==> config.mk <==
export PLATFORM = sky130hd
export DESIGN_NAME = pio_in_debounce_irq_flat
export DESIGN_NICKNAME = d
export VERILOG_FILES = /design/src/rtl/pio_in_debounce_irq_pkg.sv /design/src/rtl/pio_in_debounce_irq_if.sv /design/src/rtl/pio_in_debounce_irq_debounce.sv /design/src/rtl/pio_in_debounce_irq.sv /design/src/flat_wrapper.sv
export SDC_FILE = /design/constraint.sdc
export NUM_CORES = 1
export LEC_CHECK = 0
export CAP_MARGIN = 30
export CORE_ASPECT_RATIO = 0.5
export CORE_MARGIN = 1
export CORE_UTILIZATION = 57
export DETAILED_ROUTE_END_ITERATION = 10
export PLACE_DENSITY_LB_ADDON = 0.15
export SYNTH_ARGS = -nofsm -noshare
export SYNTH_HDL_FRONTEND = slang
export SYNTH_SLANG_ARGS = --single-unit
==> constraint.sdc <==
create_clock -name clk -period 3.12 [get_ports clk]
set_input_delay 0.312 -clock clk [delete_from_list [all_inputs] [get_ports clk]]
set_output_delay 0.312 -clock clk [all_outputs]
set_load 0.05 [all_outputs]
==> src/rtl/pio_in_debounce_irq_pkg.sv <==
// pio_pkg: shared register map and edge-type encodings for the debounced input PIO
package pio_pkg;
    localparam logic [1:0] DATA    = 2'd0;
    localparam logic [1:0] RSVD    = 2'd1;
    localparam logic [1:0] IRQMASK = 2'd2;
    localparam logic [1:0] EDGECAP = 2'd3;
    localparam int RISE = 0;
    localparam int FALL = 1;
    localparam int ANY  = 2;
    function automatic logic edge_match(input int edge_type, input logic new_level);
        return new_level ? (edge_type != FALL) : (edge_type != RISE);
    endfunction
endpackage

==> src/rtl/pio_in_debounce_irq_if.sv <==
// pio_in_debounce_irq_if: Avalon-MM s1 slave bus plus interrupt line
interface pio_in_debounce_irq_if;
    logic [1:0]  address;
    logic        chipselect;
    logic        write_n;
    logic [31:0] writedata;
    logic [31:0] readdata;
    logic        irq;
    modport master (output address, chipselect, write_n, writedata, input readdata, irq);
    modport slave  (input address, chipselect, write_n, writedata, output readdata, irq);
endinterface

==> src/rtl/pio_in_debounce_irq_debounce.sv <==
// pio_debounce_bit: synchroniser, debounce counter and stable flop for one input bit
module pio_debounce_bit #(
    parameter int   SYNC_STAGES     = 2,
    parameter int   DEBOUNCE_CYCLES = 50000,
    parameter logic RESET_VALUE     = 1'b0
) (
    input  logic clk,
    input  logic reset_n,
    input  logic din,
    output logic stable,
    output logic update
);
    localparam int CW = $clog2(DEBOUNCE_CYCLES + 1);
    logic [SYNC_STAGES-1:0] sync;
    logic [CW-1:0]          cnt;
    logic                   synced;
    assign synced = sync[SYNC_STAGES-1];
    // update fires on the edge where stable takes the new level; the new level is ~stable
    assign update = (synced != stable) && (cnt == CW'(DEBOUNCE_CYCLES - 1));
    // shift the raw input through the synchroniser chain
    always_ff @(posedge clk or negedge reset_n) begin
        if (!reset_n) sync <= {SYNC_STAGES{RESET_VALUE}};
        else          sync <= {sync[SYNC_STAGES-2:0], din};
    end
    // count consecutive disagreeing cycles and accept the new level once held long enough
    always_ff @(posedge clk or negedge reset_n) begin
        if (!reset_n) begin
            stable <= RESET_VALUE;
            cnt    <= '0;
        end else if (synced == stable) begin
            cnt    <= '0;
        end else if (update) begin
            stable <= synced;
            cnt    <= '0;
        end else begin
            cnt    <= cnt + 1'b1;
        end
    end
endmodule

==> src/rtl/pio_in_debounce_irq.sv <==
// pio_in_debounce_irq: debounced input PIO with sticky edge capture and maskable irq
module pio_in_debounce_irq
    import pio_pkg::*;
#(
    parameter int               WIDTH           = 4,
    parameter int               SYNC_STAGES     = 2,
    parameter int               DEBOUNCE_CYCLES = 50000,
    parameter int               EDGE_TYPE       = 0,
    parameter logic [WIDTH-1:0] RESET_VALUE     = '0
) (
    input  logic                  clk,
    input  logic                  reset_n,
    pio_in_debounce_irq_if.slave  s1,
    input  logic [WIDTH-1:0]      in_port
);
    logic [WIDTH-1:0] stable, update, edge_set, edge_clr, irqmask, edgecap, rd_sel;
    logic             wr;
    for (genvar i = 0; i < WIDTH; i++) begin : g_bit
        pio_debounce_bit #(
            .SYNC_STAGES    (SYNC_STAGES),
            .DEBOUNCE_CYCLES(DEBOUNCE_CYCLES),
            .RESET_VALUE    (RESET_VALUE[i])
        ) u_bit (
            .clk    (clk),
            .reset_n(reset_n),
            .din    (in_port[i]),
            .stable (stable[i]),
            .update (update[i])
        );
    end
    assign wr       = s1.chipselect && !s1.write_n;
    assign edge_clr = (wr && s1.address == EDGECAP) ? s1.writedata[WIDTH-1:0] : '0;
    assign rd_sel   = s1.address == DATA    ? stable  :
                      s1.address == IRQMASK ? irqmask :
                      s1.address == EDGECAP ? edgecap : '0;
    assign s1.irq   = |(edgecap & irqmask);
    // keep only stable updates whose direction matches the configured edge type
    always_comb begin
        edge_set = '0;
        for (int i = 0; i < WIDTH; i++) edge_set[i] = update[i] && edge_match(EDGE_TYPE, ~stable[i]);
    end
    // register file: irqmask write, sticky edge capture where a new edge beats a clear
    always_ff @(posedge clk or negedge reset_n) begin
        if (!reset_n) begin
            irqmask <= '0;
            edgecap <= '0;
        end else begin
            if (wr && s1.address == IRQMASK) irqmask <= s1.writedata[WIDTH-1:0];
            edgecap <= (edgecap & ~edge_clr) | edge_set;
        end
    end
    // read data is reloaded from the current address every cycle
    always_ff @(posedge clk or negedge reset_n) begin
        if (!reset_n) s1.readdata <= '0;
        else          s1.readdata <= 32'(rd_sel);
    end
endmodule

==> src/flat_wrapper.sv <==
// flat-port wrapper written by rule: the top's interface ports become plain ports
module pio_in_debounce_irq_flat import pio_pkg::*;
#(
    parameter int               WIDTH           = 4,
    parameter int               SYNC_STAGES     = 2,
    parameter int               DEBOUNCE_CYCLES = 50000,
    parameter int               EDGE_TYPE       = 0,
    parameter logic [WIDTH-1:0] RESET_VALUE     = '0
)
  (clk, reset_n, in_port, s1_address, s1_chipselect, s1_write_n, s1_writedata, s1_readdata, s1_irq);
  pio_in_debounce_irq_if s1_i ();
  input  logic clk;
  input  logic reset_n;
  input  logic [WIDTH-1:0] in_port;
  input wire logic [$bits(s1_i.address)-1:0] s1_address;
  input wire logic [$bits(s1_i.chipselect)-1:0] s1_chipselect;
  input wire logic [$bits(s1_i.write_n)-1:0] s1_write_n;
  input wire logic [$bits(s1_i.writedata)-1:0] s1_writedata;
  output wire logic [$bits(s1_i.readdata)-1:0] s1_readdata;
  output wire logic [$bits(s1_i.irq)-1:0] s1_irq;
  assign s1_i.address = s1_address;
  assign s1_i.chipselect = s1_chipselect;
  assign s1_i.write_n = s1_write_n;
  assign s1_i.writedata = s1_writedata;
  assign s1_readdata = s1_i.readdata;
  assign s1_irq = s1_i.irq;
  pio_in_debounce_irq #(.WIDTH(WIDTH), .SYNC_STAGES(SYNC_STAGES), .DEBOUNCE_CYCLES(DEBOUNCE_CYCLES), .EDGE_TYPE(EDGE_TYPE), .RESET_VALUE(RESET_VALUE)) u_core (.clk(clk), .reset_n(reset_n), .s1(s1_i), .in_port(in_port));
endmodule
==> impl_metrics.yaml <==
placed_design:
  dp_hpwl_um: 4930
  numPortBuffers: 18
  dp_slack_ps: 1100
  dp_cells: 522
  place.gp.congestion: 0.791
status:
  status: "complete, but fails checks"
  violations: "design-rule violations"
drt:
  antenna_left: 0
  via_per_inst: 5.43
  wirelength_um: 7220
  vias: 2928
  drtIter0Drc: 214
  route.detailed.wl_per_inst_um: 13.4
  drtPass1Iterations: 10
  route.detailed.drc: 6
floorplan:
  start_util: 0.590
  die_y_um: 63.6
  die_w_um: 125
  die_area_sq_um: 7960
  fp.coreArea_sq_um: 7320
  rows: 22
  ios: 75
timing:
  finalCriticalPeriod_ps: 2020
  rsz0062_at_grt: "false"
  period_share: 0.647
  hold_viol: 0
  setup-violations-final: 0
  layout_setup_ws_ps: 1100
  setup_tns_ps: 0
  clock.fmax_mhz: 495
  fin_worst_skew_ps: 5.00
  relSlewSlack: 0.446
  hold_ws_ps: 347
  slew_viol_final: 0
  worstMarginPinSlew_ps: 828
clock_network:
  post_cts_buffers: 0
  clockBufferDepth: 2
  cts_root_buf: "clkbuf_16"
  cts_tree: "built"
  cts_max_level: 3
  cts_num_sinks: 88
  clkLatencyLatePin_ps: 330
  path_clk_slew_ps: 60
  ctsHoldBuffers: 1
  ctsResizeCount: 0
  cts_buffers: 9
grt:
  overflow: 0
  grt_antenna_before_repair: 0
  grt_pass1_vias: 2839
  track_usage: 0.206
  grt_start_max_net_pins: 72
  grt_pass1_wl_um: 12800
critical_path:
  crit_chain: "nor4b_1, nand3_1, o41ai_4, nor2_1"
  cp-end-kind: "register"
  r2r_end: "u_core.g_bit[3].u_bit.cnt[2]"
  max_stage_delay_ps: 810
  critPathArrivalTime_ps: 2190
  r2r_start: "u_core.g_bit[3].u_bit.cnt[12]"
  critPathSlowestCell: "o41ai_4"
  crit_start: "u_core.g_bit[3].u_bit.cnt[12]"
  r2r_slack_ps: 1100
  crit_fanout: 16
  ff2ff_path_depth: 4
  critPathKind: "register to register"
  critPathRequiredTime_ps: 3290
  cp-start-kind: "register"
logic_synthesis:
  synth-xor-area-share: 0.115
  ys_ff_latch: 88
  synthTopCellsByArea: "dfrtp_1 (51%), xnor2_1 (6.9%), nor2_1 (5.9%)"
  synthArstFlopShare: 1.00
  synthSimpleGateAreaFrac: 0.231
  synth_fa_ha_area_frac: 0.0116
  synth_top_area_share: 0.509
  synth.most_common_cell: "dfrtp_1"
  yosysSeqAreaShare: 0.509
  synth_area_per_cell_sq_um: 10.4
  ys_types: 39
  synth_top_family_by_area: "simple AND/OR/NAND/NOR gates"
  synth_edf_count: 0
  yosys_warnings: 0
  synth_cells: 417
  ys_top_cells_by_count: "dfrtp_1 (88), nor2_1 (68), xnor2_1 (34)"
  syn_area_sq_um: 4320
  synth_area_leader_cell: "dfrtp_1"
  synth_compound_area_frac: 0.0324
  synthFlopType: "dfrtp_1"
  yosys-mux-area-fraction: 0.0321
finish:
  fill_cells: 550
  stdcell_count: 539
  drive_above_1_share: 0.0790
  area_growth_pct: 12.5
  finalNetCount: 484
  fin_util: 0.664
  insertedDiodeCount: 0
  seqCellArea_sq_um: 2200
  multi_input_area_sq_um: 1930
min_path:
  worstHoldStart: "u_core.g_bit[0].u_bit.sync[0]"
  holdPathEnd: "u_core.g_bit[0].u_bit.sync[1]"
  whs_path_depth: 0
  hp-class: "register to register"
power:
  power_leakage_nw: 2.07
  p_per_area_nw_per_um2: 563
  ir_worst_vdd_mv: 0.382
flow_run:
  drv_cap: 0
==> kinds of logic after synthesis <==
logic type      after synthesis
simple gates                193
mux                          12
xor+xnor                     57
flops                        88
compound gates               17
fa+ha+maj                     4
other cells                   1
buf+inv                      45
==> through the flow <==
stage,total power [mW],area [sq um]
after floorplan,1.44,4420
after global placement,1.48,4460
after detailed placement,1.49,4490
after CTS,2.78,4860
after global routing,2.84,4860
final,2.74,4860
==> how the worst max path moves through the flow <==
stage,endpoint,slack (ps),cells after the start
6_report,u_core.g_bit[3].u_bit.cnt[2],1100,4
5_1_grt,u_core.g_bit[3].u_bit.cnt[3],890,4
4_1_cts,u_core.g_bit[3].u_bit.cnt[2],1040,4
3_5_place_dp,u_core.g_bit[3].u_bit.cnt[3],1100,4
3_3_place_gp,u_core.g_bit[3].u_bit.cnt[14],1130,4
2_1_floorplan,u_core.g_bit[2].u_bit.stable,1360,3
==> layout make-up <==
type / count / share of cell area
well taps: 96 / 0.0247
clock inverters: 4 / 0.0203
clock buffers: 12 / 0.0548
repair buffers: 20 / 0.0443
multi-input cells: 311 / 0.397
inverters: 8 / 0.00617
flip-flops and latches: 88 / 0.453
==> critical path, delay by kind of cell, from the launching register on <==
family             cells  cell delay, ps
AOI/OAI and AO/OA      1             810
and+or+nand+nor        3             620
DFF                    1             430
==> per-layer routing <==
| metal | GRT usage | wire [um] | vias up |
|---|---|---|---|
| met1 | 0.251 | 3510 | 1448 |
| li1 | - | - | 1427 |
| met2 | 0.351 | 3460 | 49 |
| met3 | 0.0569 | 212 | 4 |
| met4 | 0.0808 | 40 | 0 |
| met5 | 0 | 0 | - |
==> cell usage in the layout (no fill, tap or decap), types with 4 or more instances in the layout <==
| cell type | synthesis | routed |
|---|---|---|
| a22o_1 | 4 | 4 |
| and3_1 | 5 | 5 |
| and4_1 | 4 | 4 |
| clkbuf_16 | 0 | 9 |
| clkdlybuf4s50_1 | 0 | 17 |
| conb_1 | 1 | 28 |
| dfrtp_1 | 88 | 88 |
| ha_1 | 4 | 4 |
| inv_1 | 8 | 8 |
| mux2_2 | 11 | 11 |
| nand2_1 | 26 | 26 |
| nand3_1 | 23 | 23 |
| nand4_1 | 19 | 19 |
| nor2_1 | 68 | 68 |
| nor3_1 | 11 | 11 |
| nor4_1 | 10 | 10 |
| nor4b_1 | 4 | 4 |
| nor4bb_1 | 4 | 4 |
| or3_1 | 4 | 4 |
| xnor2_1 | 34 | 34 |
| xor2_1 | 23 | 23 |
==> state kept, by name (all words and copies together), names as in the netlist <==
name,count
u_core.irqmask,4
u_core.s1.readdata,4
u_core.g_bit.u_bit.cnt,64
u_core.g_bit.u_bit.sync,8
u_core.g_bit.u_bit.stable,4
u_core.edgecap,4
==> power breakdown <==
part,total (mW),internal (mW),switching [mW]
registers,1.22,1.18,0.0323
clock network,1.27,0.849,0.417
logic,0.257,0.0773,0.180
No activity file was read; power rests on OpenSTA's default activity.
